**src/rtl/present_enc_arbiter_if.sv**
```systemverilog
// Request, response and core-side bundle shared by the PRESENT encryption arbiter and its environment.
interface present_enc_arbiter_if #(
    parameter int NREQ = 4,
    parameter int IDW  = 2
);
    logic [NREQ-1:0]     req_valid;
    logic [NREQ-1:0]     req_ready;
    logic [NREQ*64-1:0]  req_pt;
    logic [NREQ*128-1:0] req_key;
    logic                resp_valid;
    logic                resp_ready;
    logic [63:0]         resp_ct;
    logic [IDW-1:0]      resp_id;
    logic                resp_err;
    logic                core_load;
    logic [63:0]         core_in_data;
    logic [127:0]        core_key;
    logic [63:0]         core_out_data;
    logic                core_done;

    // Arbiter side of the bundle.
    modport slave (
        input  req_valid, req_pt, req_key, resp_ready, core_out_data, core_done,
        output req_ready, resp_valid, resp_ct, resp_id, resp_err,
               core_load, core_in_data, core_key
    );

    // Requesters, response consumer and encryption core side of the bundle.
    modport master (
        output req_valid, req_pt, req_key, resp_ready, core_out_data, core_done,
        input  req_ready, resp_valid, resp_ct, resp_id, resp_err,
               core_load, core_in_data, core_key
    );
endinterface

```
**src/rtl/present_enc_arbiter.sv**
```systemverilog
// Round-robin arbiter sharing one PRESENT-128 encryption core between NREQ requesters.
// Optional BUSY watchdog enabled by defining PRESENT_ARB_TIMEOUT_EN.
module present_enc_arbiter #(
    parameter int NREQ = 4,
    parameter int IDW  = 2
`ifdef PRESENT_ARB_TIMEOUT_EN
    ,
    parameter int TIMEOUT = 40
`endif
) (
    input  logic                 clk,
    input  logic                 rst_n,
    present_enc_arbiter_if.slave bus
);

    typedef enum logic [1:0] {
        ST_IDLE = 2'd0,
        ST_LOAD = 2'd1,
        ST_BUSY = 2'd2,
        ST_RESP = 2'd3
    } state_e;

    state_e         state_q;
    logic [IDW-1:0] rr_ptr_q;
    logic [IDW-1:0] owner_q;
    logic           core_load_q;
    logic [63:0]    core_in_data_q;
    logic [127:0]   core_key_q;
    logic           resp_valid_q;
    logic [63:0]    resp_ct_q;
    logic [IDW-1:0] resp_id_q;
`ifdef PRESENT_ARB_TIMEOUT_EN
    localparam logic [7:0] TMO_LAST = 8'(TIMEOUT - 1);
    logic           resp_err_q;
    logic [7:0]     tmo_cnt_q;
`endif

    logic           grant_found_s;
    logic [IDW-1:0] grant_idx_s;
    logic [IDW:0]   cand_sum_s;
    logic [IDW-1:0] cand_s;
    logic [IDW-1:0] rr_next_s;
    logic [NREQ-1:0] grant_onehot_s;
    logic [63:0]    pt_sel_s;
    logic [127:0]   key_sel_s;

    // Round-robin search: walking offsets downward lets the smallest offset from rr_ptr win.
    always_comb begin
        grant_found_s = 1'b0;
        grant_idx_s   = '0;
        cand_sum_s    = '0;
        cand_s        = '0;
        for (int i = NREQ - 1; i >= 0; i--) begin
            cand_sum_s = {1'b0, rr_ptr_q} + (IDW+1)'(i);
            cand_s     = (cand_sum_s >= (IDW+1)'(NREQ)) ? IDW'(cand_sum_s - (IDW+1)'(NREQ))
                                                        : IDW'(cand_sum_s);
            if (bus.req_valid[cand_s]) begin
                grant_found_s = 1'b1;
                grant_idx_s   = cand_s;
            end else begin
                grant_found_s = grant_found_s;
                grant_idx_s   = grant_idx_s;
            end
        end
    end

    // Select the granted requester's plaintext and key.
    always_comb begin
        pt_sel_s  = '0;
        key_sel_s = '0;
        for (int i = 0; i < NREQ; i++) begin
            if (grant_idx_s == IDW'(i)) begin
                pt_sel_s  = bus.req_pt[64*i +: 64];
                key_sel_s = bus.req_key[128*i +: 128];
            end else begin
                pt_sel_s  = pt_sel_s;
                key_sel_s = key_sel_s;
            end
        end
    end

    // Accept strobe: only in IDLE and never while reset is asserted.
    always_comb begin
        grant_onehot_s = '0;
        if ((state_q == ST_IDLE) && grant_found_s && rst_n) begin
            grant_onehot_s[grant_idx_s] = 1'b1;
        end else begin
            grant_onehot_s = '0;
        end
    end

    assign rr_next_s = (grant_idx_s == IDW'(NREQ - 1)) ? '0 : grant_idx_s + IDW'(1);

    // Job sequencer: IDLE -> LOAD -> BUSY -> RESP with all core/response outputs registered.
    always_ff @(posedge clk or negedge rst_n) begin
        if (!rst_n) begin
            state_q        <= ST_IDLE;
            rr_ptr_q       <= '0;
            owner_q        <= '0;
            core_load_q    <= 1'b0;
            core_in_data_q <= 64'd0;
            core_key_q     <= 128'd0;
            resp_valid_q   <= 1'b0;
            resp_ct_q      <= 64'd0;
            resp_id_q      <= '0;
`ifdef PRESENT_ARB_TIMEOUT_EN
            resp_err_q     <= 1'b0;
            tmo_cnt_q      <= 8'd0;
`endif
        end else begin
            core_load_q <= 1'b0;
            case (state_q)
                ST_IDLE: begin
                    if (grant_found_s) begin
                        owner_q        <= grant_idx_s;
                        rr_ptr_q       <= rr_next_s;
                        core_in_data_q <= pt_sel_s;
                        core_key_q     <= key_sel_s;
                        core_load_q    <= 1'b1;
                        state_q        <= ST_LOAD;
                    end else begin
                        state_q <= ST_IDLE;
                    end
                end
                ST_LOAD: begin
`ifdef PRESENT_ARB_TIMEOUT_EN
                    tmo_cnt_q <= 8'd0;
`endif
                    state_q <= ST_BUSY;
                end
                ST_BUSY: begin
                    // core_done is trusted only here; elsewhere it may be stale.
                    if (bus.core_done) begin
                        resp_ct_q    <= bus.core_out_data;
                        resp_id_q    <= owner_q;
                        resp_valid_q <= 1'b1;
`ifdef PRESENT_ARB_TIMEOUT_EN
                        resp_err_q   <= 1'b0;
`endif
                        state_q      <= ST_RESP;
`ifdef PRESENT_ARB_TIMEOUT_EN
                    end else if (tmo_cnt_q == TMO_LAST) begin
                        resp_ct_q    <= 64'd0;
                        resp_id_q    <= owner_q;
                        resp_valid_q <= 1'b1;
                        resp_err_q   <= 1'b1;
                        state_q      <= ST_RESP;
                    end else begin
                        tmo_cnt_q <= tmo_cnt_q + 8'd1;
                        state_q   <= ST_BUSY;
                    end
`else
                    end else begin
                        state_q <= ST_BUSY;
                    end
`endif
                end
                ST_RESP: begin
                    if (bus.resp_ready) begin
                        resp_valid_q <= 1'b0;
                        state_q      <= ST_IDLE;
                    end else begin
                        state_q <= ST_RESP;
                    end
                end
                default: begin
                    resp_valid_q <= 1'b0;
                    state_q      <= ST_IDLE;
                end
            endcase
        end
    end

    assign bus.req_ready    = grant_onehot_s;
    assign bus.core_load    = core_load_q;
    assign bus.core_in_data = core_in_data_q;
    assign bus.core_key     = core_key_q;
    assign bus.resp_valid   = resp_valid_q;
    assign bus.resp_ct      = resp_ct_q;
    assign bus.resp_id      = resp_id_q;
`ifdef PRESENT_ARB_TIMEOUT_EN
    assign bus.resp_err     = resp_err_q;
`else
    assign bus.resp_err     = 1'b0;
`endif

endmodule
```
**src/flat_wrapper.sv**
```systemverilog
// flat-port wrapper written by rule: the top's interface ports become plain ports
module present_enc_arbiter_flat 
#(
    parameter int NREQ = 4,
    parameter int IDW  = 2

)
  (clk, rst_n, bus_req_valid, bus_req_pt, bus_req_key, bus_resp_ready, bus_core_out_data, bus_core_done, bus_req_ready, bus_resp_valid, bus_resp_ct, bus_resp_id, bus_resp_err, bus_core_load, bus_core_in_data, bus_core_key);
  present_enc_arbiter_if #(.NREQ(NREQ), .IDW(IDW)) bus_i ();
  input  logic clk;
  input  logic rst_n;
  input wire logic [$bits(bus_i.req_valid)-1:0] bus_req_valid;
  input wire logic [$bits(bus_i.req_pt)-1:0] bus_req_pt;
  input wire logic [$bits(bus_i.req_key)-1:0] bus_req_key;
  input wire logic [$bits(bus_i.resp_ready)-1:0] bus_resp_ready;
  input wire logic [$bits(bus_i.core_out_data)-1:0] bus_core_out_data;
  input wire logic [$bits(bus_i.core_done)-1:0] bus_core_done;
  output wire logic [$bits(bus_i.req_ready)-1:0] bus_req_ready;
  output wire logic [$bits(bus_i.resp_valid)-1:0] bus_resp_valid;
  output wire logic [$bits(bus_i.resp_ct)-1:0] bus_resp_ct;
  output wire logic [$bits(bus_i.resp_id)-1:0] bus_resp_id;
  output wire logic [$bits(bus_i.resp_err)-1:0] bus_resp_err;
  output wire logic [$bits(bus_i.core_load)-1:0] bus_core_load;
  output wire logic [$bits(bus_i.core_in_data)-1:0] bus_core_in_data;
  output wire logic [$bits(bus_i.core_key)-1:0] bus_core_key;
  assign bus_i.req_valid = bus_req_valid;
  assign bus_i.req_pt = bus_req_pt;
  assign bus_i.req_key = bus_req_key;
  assign bus_i.resp_ready = bus_resp_ready;
  assign bus_i.core_out_data = bus_core_out_data;
  assign bus_i.core_done = bus_core_done;
  assign bus_req_ready = bus_i.req_ready;
  assign bus_resp_valid = bus_i.resp_valid;
  assign bus_resp_ct = bus_i.resp_ct;
  assign bus_resp_id = bus_i.resp_id;
  assign bus_resp_err = bus_i.resp_err;
  assign bus_core_load = bus_i.core_load;
  assign bus_core_in_data = bus_i.core_in_data;
  assign bus_core_key = bus_i.core_key;
  present_enc_arbiter #(.NREQ(NREQ), .IDW(IDW)) u_core (.clk(clk), .rst_n(rst_n), .bus(bus_i));
endmodule
```
**config.mk**
```make
export PLATFORM = sky130hd
export DESIGN_NAME = present_enc_arbiter_flat
export DESIGN_NICKNAME = d
export VERILOG_FILES = /design/src/rtl/present_enc_arbiter_if.sv /design/src/rtl/present_enc_arbiter.sv /design/src/flat_wrapper.sv
export SDC_FILE = /design/constraint.sdc
export NUM_CORES = 1
export LEC_CHECK = 0
export ABC_AREA = 1
export CAP_MARGIN = 10
export CORE_AREA = 5 5 430 432
export CTS_CLUSTER_DIAMETER = 150
export CTS_CLUSTER_SIZE = 40
export DETAILED_ROUTE_END_ITERATION = 10
export DIE_AREA = 0 0 435 437
export DONT_BUFFER_PORTS = 1
export SLEW_MARGIN = 10
export SYNTH_ARGS = -nofsm -noshare
export SYNTH_HDL_FRONTEND = slang
export SYNTH_SLANG_ARGS = --single-unit
```
**constraint.sdc**
```tcl
create_clock -name clk -period 2.95 [get_ports clk]
set_input_delay 0.59 -clock clk [delete_from_list [all_inputs] [get_ports clk]]
set_output_delay 0.59 -clock clk [all_outputs]
set_load 0.1 [all_outputs]
```
==> impl_metrics.env <==
export IMPL_outcome="finished, violations left"
export IMPL_violations="negative hold slack, negative setup slack"
export IMPL_synth_top_family_by_area="simple AND/OR/NAND/NOR gates"
export IMPL_grt_pass1_wl_um=207000
export IMPL_grt_pass1_vias=17550
export IMPL_synth_seq_area_share_pct=42.09
export IMPL_antenna_found_initial=146
export IMPL_clk_latency_ns=0.64
export IMPL_finalWeightedCongestion=0.9823
export IMPL_clk_pin_slew_ns=0.11
export IMPL_synthAdderAreaFrac_pct=0.3164
export IMPL_hold_buffers=9
export IMPL_final_area_um2=24930
export IMPL_synth_xor_area_share_pct=0
export IMPL_ys_warn_count=0
export IMPL_yosys_area_share_simple_pct=28.93
export IMPL_netlist_top_cells_count="1,196 x nand2_1, 359 x o21ai_0, 266 x dfrtp_1, 192 x a21oi_1, 94 x clkbuf_1"
export IMPL_fp_coreArea_um2=180200
export IMPL_max_clock_freq_ghz=0.3075
export IMPL_yosysUniqueCellTypes=22
export IMPL_worst_pin_slew_ns=1.172
export IMPL_vias_per_cell=3.806
export IMPL_fin_crit_ns=3.252
export IMPL_avgSynthCellArea_um2=6.788
export IMPL_synth_cells=2330
export IMPL_via_count=19180
export IMPL_rows=156
export IMPL_path_class="reg -> out"
export IMPL_critPathCaptureType="primary output"
export IMPL_cp_start_kind="flip-flop"
export IMPL_synthMuxAreaShare_pct=4.699
export IMPL_die_area_um2=190100
export IMPL_syn_area_um2=15820
export IMPL_grt_use_total_pct=16.61
export IMPL_layout_nets=3452
export IMPL_max_slew_margin_pct=21.86
export IMPL_cts_buffers=21
export IMPL_io_pins=1105
export IMPL_synth_ff_type="dfrtp_1"
export IMPL_maxSlewViolCount=0
export IMPL_cp_max_fo=8
export IMPL_remaining_drc_errors=0
export IMPL_grt_overflow=0
export IMPL_cts_tree="done"
export IMPL_hold_violations=266
export IMPL_start_util_pct=8.779
export IMPL_die_w_um=435
export IMPL_dpl_instance_area_um2=21030
export IMPL_drive_gt1_share_pct=29.66
export IMPL_io_buffers=0
export IMPL_yosysTopAreaCell="dfrtp_1"
export IMPL_holdWs_ns=-0.3459
export IMPL_finish_utilization_pct=13.84
export IMPL_setup_ws_ns=-0.3017
export IMPL_die_h_um=437
export IMPL_synth_edf_count=0
export IMPL_finalCritPeriodShare_pct=110.2
export IMPL_dp_hpwl_um=139800
export IMPL_rsz0062_at_grt="true"
export IMPL_first_iter_violations=1729
export IMPL_maxCapViolations=0
export IMPL_dr_pass1_iters=5
export IMPL_min_path_type="in -> async"
export IMPL_synthArstFlopShare_pct=100.0
export IMPL_synth_most_common_cell="nand2_1"
export IMPL_synth_top_area_share_pct=42.09
export IMPL_arrival_ns=2.66
export IMPL_area_growth_pct=57.60
export IMPL_ant_nets=0
export IMPL_dpl_worst_slack_ns=-0.6799
export IMPL_grt_max_degree=268
export IMPL_netlist_top_cells_area="dfrtp_1 42%, nand2_1 28%, o21ai_0 11%, a21oi_1 6.1%, mux2_2 4.7%"
export IMPL_htreeDepth=1
export IMPL_cts_buffer_depth=3
export IMPL_skew_ns=0.03818
export IMPL_root_buffer="clkbuf_16"
export IMPL_finalSetupViolCount=180
export IMPL_required_ns=2.36
export IMPL_routedWlPerCell_um=34.11
export IMPL_clock_sinks=266
export IMPL_routed_wl_um=171800
export IMPL_ys_seq_elements=266
export IMPL_synth_compound_area_share_pct=18.53
export IMPL_synth_net_count=3174
==> routing by layer <==
layer	global-route usage [%]	vias to the layer above	routed length, um
li1	-	8180	-
met1	19.23	9350	64180
met2	27.81	1254	80760
met3	7.088	324	19410
met4	5.059	68	7058
met5	0	-	439
==> cells by family after synthesis <==
group                    count (synthesis)
AO/OA/AOI/OAI                          583
adder cells (fa/ha/maj)                  4
buffers and inverters                  196
flip-flops                             266
multiplexers                            66
other                                    1
AND/OR/NAND/NOR                       1214
==> flip-flops by register name (all words and copies together) (netlist names) <==
| signal | cells |
|---|---|
| u_core.bus.core_load | 1 |
| u_core.owner_q | 2 |
| u_core.bus.resp_valid | 1 |
| u_core.bus.core_in_data | 64 |
| u_core.state_q | 2 |
| u_core.bus.resp_id | 2 |
| u_core.rr_ptr_q | 2 |
| u_core.bus.resp_ct | 64 |
| u_core.bus.core_key | 128 |
==> through the flow <==
step | setup TNS (ns) | instances
5_1_grt | -46.30 | 5011
4_1_cts | -1.390 | 4922
3_3_place_gp | -12.39 | 4830
6_report | -17.99 | 5038
2_1_floorplan | -0.2485 | 2330
3_5_place_dp | -9.366 | 4830
==> final cells by class <==
cell class | instances | area (um^2)
Antenna cell | 45 | 112.6
Clock inverter | 16 | 282.8
Timing Repair inverter | 1 | 8.758
Tap cell | 2370 | 2965
Clock buffer | 22 | 539.3
Timing Repair Buffer | 433 | 4828
Fill cell | 20740 | 155200
Inverter | 17 | 90.09
Sequential cell | 266 | 6664
Multi-Input combinational cell | 1868 | 9435
==> final timing paths <==
kind	slack, ns	cells after the start	from	endpoint
setup / recovery	-0.30	17	u_core.rr_ptr_q[0]	bus_req_ready[3]
hold / removal	-0.35	0	rst_n	u_core.bus.core_in_data[28]
setup reg to reg	-0.26	26	u_core.rr_ptr_q[0]	u_core.bus.core_key[53]
hold reg to reg	0.49	2	u_core.bus.core_in_data[6]	u_core.bus.core_in_data[6]
max in group asynchronous	2.33	0	rst_n	u_core.bus.core_key[71]
min in group clk	0.07	1	bus_core_out_data[30]	u_core.bus.resp_ct[30]
==> placed cells by master (no fill, tap or decap), types with 2 or more instances in the layout <==
cell / Yosys / layout
a21oi_1: 192 / 164
o21ai_4: 0 / 4
a21oi_2: 0 / 22
inv_2: 2 / 5
clkbuf_16: 0 / 35
buf_4: 17 / 279
nand3_1: 9 / 2
nand3_2: 0 / 5
mux2_2: 66 / 66
nand2_8: 0 / 2
nand2_4: 0 / 51
clkinv_16: 0 / 4
buf_12: 0 / 58
clkinv_8: 0 / 2
dfrtp_1: 266 / 260
nor2_2: 2 / 2
inv_6: 0 / 3
diode_2: 0 / 45
nand2_2: 1 / 82
o21ai_0: 359 / 199
o21ai_2: 0 / 48
buf_16: 0 / 15
dfrtp_2: 0 / 6
ha_4: 0 / 4
clkinv_4: 0 / 4
inv_4: 1 / 2
nor2_4: 0 / 5
inv_1: 14 / 8
buf_6: 1 / 45
nand2_1: 1196 / 1062
inv_16: 0 / 3
a21oi_4: 1 / 7
dlygate4sd3_1: 0 / 9
buf_8: 0 / 12
nand3_4: 0 / 2
o21ai_1: 30 / 138
==> timing repair <==
action                     in CTS  in global routing
hold endpoints to repair      275                266
setup buffers                  40                 62
pin swaps                      21                 95
cloned                          6                 15
setup endpoints to repair     117                192
resized for setup              91                480
==> critical path, stage by stage, from the launching register on <==
cell	delay [ns]
dfrtp_2	0.48
clkinv_4	0.14
nand2_2	0.10
nand2_2	0.06
nand2_2	0.08
nand2_2	0.07
inv_2	0.08
nand2_4	0.07
nand2_4	0.07
nand2_4	0.05
nand2_4	0.07
buf_6	0.11
buf_6	0.10
ha_4	0.13
buf_6	0.10
inv_4	0.03
nor2_4	0.10
buf_12	0.18
Power is not shown: default switching activity piles up to over one toggle a cycle in this logic, so the estimate is an artifact.
